===== config.mk =====
export PLATFORM = sky130hd
export DESIGN_NAME = srl_fifo32x18
export DESIGN_NICKNAME = d
export VERILOG_FILES = /design/src/rtl/dsp_pkg.sv /design/src/rtl/srl_store.sv /design/src/rtl/srl_fifo32x18.sv
export SDC_FILE = /design/constraint.sdc
export NUM_CORES = 1
export LEC_CHECK = 0
export CORE_AREA = 8 8 268 270
export DETAILED_ROUTE_END_ITERATION = 12
export DIE_AREA = 0 0 276 278
export HOLD_SLACK_MARGIN = 0.06
export PLACE_DENSITY = 0.58
export SLEW_MARGIN = 15
export SYNTH_ARGS = -nofsm -noshare
export SYNTH_HDL_FRONTEND = slang
export SYNTH_SLANG_ARGS = --single-unit

===== constraint.sdc =====
create_clock -name clk -period 21.7 [get_ports clk]
set_input_delay 4.34 -clock clk [delete_from_list [all_inputs] [get_ports clk]]
set_output_delay 4.34 -clock clk [all_outputs]
set_load 0.03 [all_outputs]

===== src/rtl/dsp_pkg.sv =====
// Shared defaults for the DSP elastic buffers: word geometry and the tap address width.
package dsp_pkg;
   localparam int WIDTH = 18;
   localparam int DEPTH = 32;
   localparam int AW    = $clog2(DEPTH);

   typedef logic [WIDTH-1:0] word_t;
endpackage


===== src/rtl/srl_store.sv =====
// Addressable shift register: new words enter at tap 0, any tap can be read combinationally.
// No reset on purpose so synthesis maps the array onto SRL primitives.
module srl_store
   import dsp_pkg::*;
#(
   parameter int W  = dsp_pkg::WIDTH,
   parameter int D  = dsp_pkg::DEPTH,
   parameter int A  = $clog2(D)
) (
   input  logic         clk,
   input  logic [W-1:0] d,
   input  logic         sh,
   input  logic [A-1:0] addr,
   output logic [W-1:0] q
);

   logic [W-1:0] mem [D];

   always_ff @(posedge clk) begin
      if (sh) begin
         mem[0] <= d;
         for (int i = 1; i < D; i++) begin
            mem[i] <= mem[i-1];
         end
      end
   end

   assign q = mem[addr];

endmodule


===== src/rtl/srl_fifo32x18.sv =====
// FIFO on an addressable shift register with a registered first-word-fall-through stage.
// The tap address (cnt-1) always points at the oldest word still in the shift register.
module srl_fifo32x18
   import dsp_pkg::*;
#(
   parameter int WIDTH = dsp_pkg::WIDTH,
   parameter int DEPTH = dsp_pkg::DEPTH,
   parameter int AW    = $clog2(DEPTH)
) (
   input  logic             clk,
   input  logic             rst,
   input  logic             ce,
   input  logic [WIDTH-1:0] d,
   input  logic             we,
   output logic             full,
   output logic [WIDTH-1:0] q,
   output logic             qv,
   input  logic             re,
   output logic [AW:0]      lvl,
   output logic             ovf,
   output logic             udf
);

   // Handshake: a write is taken when ce & we & ~full; a read is taken when
   // ce & re & qv. Requests outside those conditions are dropped and only
   // raise the sticky ovf/udf flags.

   logic [AW:0]      cnt;
   logic [AW-1:0]    tap;
   logic [WIDTH-1:0] tap_q;
   logic             push, pop, load;

   assign full = (cnt == (AW+1)'(DEPTH));
   assign lvl  = cnt + {{AW{1'b0}}, qv};
   assign tap  = AW'(cnt - (AW+1)'(1));

   assign push = ce & we & ~full;
   assign pop  = ce & re & qv;
   // Refill the output stage whenever it is empty or being consumed this cycle.
   assign load = ce & (cnt != '0) & (~qv | pop);

   srl_store #(.W(WIDTH), .D(DEPTH), .A(AW)) u_store (
      .clk  (clk),
      .d    (d),
      .sh   (push),
      .addr (tap),
      .q    (tap_q)
   );

   always_ff @(posedge clk) begin
      if (rst) begin
         cnt <= '0;
         qv  <= 1'b0;
         q   <= '0;
         ovf <= 1'b0;
         udf <= 1'b0;
      end else begin
         // A simultaneous push and load leave cnt alone: the shift moves the
         // next-oldest word onto the same tap the load just emptied.
         case ({push, load})
            2'b10:   cnt <= cnt + (AW+1)'(1);
            2'b01:   cnt <= cnt - (AW+1)'(1);
            default: cnt <= cnt;
         endcase

         if (load) begin
            q  <= tap_q;
            qv <= 1'b1;
         end else if (pop) begin
            qv <= 1'b0;
         end

         if (ce & we & full) ovf <= 1'b1;
         if (ce & re & ~qv)  udf <= 1'b1;
      end
   end

endmodule


==> reports/results.tsv <==
metric	value	unit
wl_per_cell	20.8	um
switching_share	0.307	
gr-usage-met2	0.168	
synthesis.nets	1091	
die_h	278	um
cts_root_buf	clkbuf_16	
critPathMaxFanout	124	
rsz0062_at_grt	false	
overflow	0	
hold_path_depth	0	
drt_iter0_markers	1011	
sequentialPowerShare	0.400	
ctsHoldBuffers	0	
post_cts_buffers	0	
ys_seq_area_frac	0.765	
yosys_warnings	0	
fill_cells	6051	
clock-sinks	603	
gr-usage-all-layers	0.111	
n_antenna_cell	0	
gp_congestion	0.692	
internal-power	2.54	mW
cts_buffers	60	
max_freq	0.132	GHz
syn-cell-area	23300	um^2
drt_pass1_iterations	5	
crit_path_end_kind	flop	
antenna_found_initial	2	
leakagePower	8.44	nW
syn_inst	1063	
p_per_area	137	nW/um^2
worst-setup-path-type	primary input to flop	
clkPwrFrac	0.291	
maxSlewViolCount	0	
layout-area-overhead-vs-synth	14.8	%
min_path_type	flop to flop	
synthArstFlopShare	0	
grt_pass1_vias	11000	
avgSynthCellArea	21.9	um^2
max-vdd-ir-drop	78.3	uV
grt_pass1_wl	68600	um
ff2ff_path_depth	8	
path_clk_slew	0.06	ns
fp-row-count	96	
switching_power	1.12	mW
period_needed	7.57	ns
cts_tree	built	
die_x	276	um
total_power	3.66	mW
grt_max_degree	196	
use_met3	0.0220	
setup_violations	0	
ant_nets	0	
clk_latency	0.60	ns
post-route-period-util	0.349	
synthTopCellsByArea	edfxtp_1 (74%), mux4_2 (14%), dfxtp_1 (2.3%)	
startpoint_type	primary input	
clockBufferDepth	3	
p_comb_frac	0.309	
initial_utilization	0.344	
required	21.91	ns
io_pins	51	
grtUsageMet1	0.161	
cts_resized	0	
synth_ff_type	edfxtp_1	
hpwl	23200	um
core	67700	um^2
dieArea	76700	um^2
drc_errors	0	
synth_top_area_frac	0.742	
drt-vias-per-instance	5.13	
port_buffers	50	
maxCapViolCount	0	
finalSetupTns	0	ns
hold_viol	0	
htreeDepth	2	
synth_top_cell_by_area	edfxtp_1	
clock_skew	0.0150	ns
vias	10600	
worst_slew_pin_slew	1.23	ns
drive_gt1_frac	0.225	
synth_cell_types	50	
synth_edf_count	576	
wl	43000	um
max_slew_margin	0.180	
synth-seq-cells	603	
nets	1162	
status	finished clean	
busiest_layer	met2	
arrival	7.78	ns
[synth_stat cells, drive strengths merged, types with 4 or more instances]
master,n
a21oi,22
edfxtp,576
dfxtp,27
clkbuf,12
mux2i,40
xor2,4
nand3,4
a2bb2oi,17
a31oi,19
nor2,17
a32o,18
nor2b,6
a21boi,18
buf,46
nand2,46
ha,5
xnor2,7
mux4,143
inv,7
[metrics by stage]
step                       util  instances  hold slack, ns  cell area (um^2)  setup slack [ns]
after detailed placement  0.365       1954           0.429             24700             13.38
final                     0.395       2064           0.438             26800             14.13
after floorplan               -       1063           0.421             23300              5.23
after CTS                 0.395       2064           0.443             26800             14.06
after global routing      0.395       2064           0.449             26800             13.87
after global placement    0.365       1954           0.424             24700             13.56
[cell usage in the layout, fill, tap and decap left out, types with 3 or more instances in the layout]
| cell | netlist | routed |
|---|---|---|
| edfxtp_1 | 576 | 576 |
| mux4_2 | 143 | 143 |
| clkbuf_16 | 0 | 61 |
| clkdlybuf4s50_1 | 0 | 50 |
| nand2_1 | 45 | 45 |
| mux2i_1 | 39 | 39 |
| dfxtp_1 | 27 | 26 |
| a21oi_1 | 22 | 22 |
| a31oi_1 | 19 | 19 |
| a21boi_0 | 18 | 18 |
| a32o_1 | 18 | 18 |
| a2bb2oi_1 | 17 | 17 |
| nor2_1 | 16 | 16 |
| buf_4 | 21 | 15 |
| clkbuf_1 | 12 | 13 |
| clkinv_2 | 0 | 9 |
| bufinv_16 | 0 | 9 |
| inv_1 | 7 | 6 |
| nor2b_1 | 6 | 6 |
| xnor2_1 | 6 | 6 |
| clkinv_1 | 0 | 6 |
| nand3_1 | 4 | 4 |
| ha_1 | 5 | 4 |
| clkinvlp_4 | 0 | 4 |
| clkbuf_8 | 0 | 4 |
| xor2_1 | 3 | 3 |
[critical path: stages]
cell             delay (ns)
clkdlybuf4s50_1        0.55
nand3_1                0.24
inv_8                  0.61
buf_4                  0.87
buf_4                  0.94
[path summary, 6_finish.rpt]
kind                                          start                   to  slack, ns
worst max-delay path                             ce   u_store.mem[10][9]      14.13
worst min-delay path            u_store.mem[10][13]  u_store.mem[11][13]       0.44
worst max register to register               cnt[0]   u_store.mem[10][9]      16.84
worst min register to register  u_store.mem[10][13]  u_store.mem[11][13]       0.44
[sequential cells by signal, indices dropped and copies added, names as in the netlist]
name and count:
cnt 6, ovf 1, q 18, qv 1
u_store.mem 576, udf 1
[layer usage]
metal | wire (um) | share of wire
met1 | 20300 | 0.47
met2 | 19700 | 0.46
met3 | 1940 | 0.045
met4 | 1100 | 0.026
met5 | 13 | 0.00030
[cells by family after synthesis]
logic type,after synthesis,share of synthesized area
xor gates and xnor gates,11,0.00574
buffers and inverters,65,0.0165
muxes,184,0.156
adders and majority gates,5,0.00268
AOI/OAI and AO/OA,111,0.0366
DFF,603,0.765
and+or+nand+nor,84,0.0174
[power groups by stage]
stage / sequential, mW / combinational, mW / clock, mW
after floorplan: 1.51 / 0.846 / 0
after global placement: 1.48 / 1.16 / 0
after detailed placement: 1.49 / 1.16 / 0
after CTS: 1.46 / 1.16 / 1.10
after global routing: 1.48 / 1.22 / 1.14
final: 1.46 / 1.13 / 1.07
[final cells by class]
type	instances	area (um^2)	share of cell area
Inverter	7	33.8	0.00126
Multi-Input combinational cell	395	5110	0.191
Tap cell	882	1100	0.0412
Clock buffer	78	1630	0.0609
Sequential cell	603	17800	0.666
Timing Repair Buffer	67	644	0.0241
Clock inverter	32	403	0.0151
Note: power is estimated with default switching activity, not from simulation.
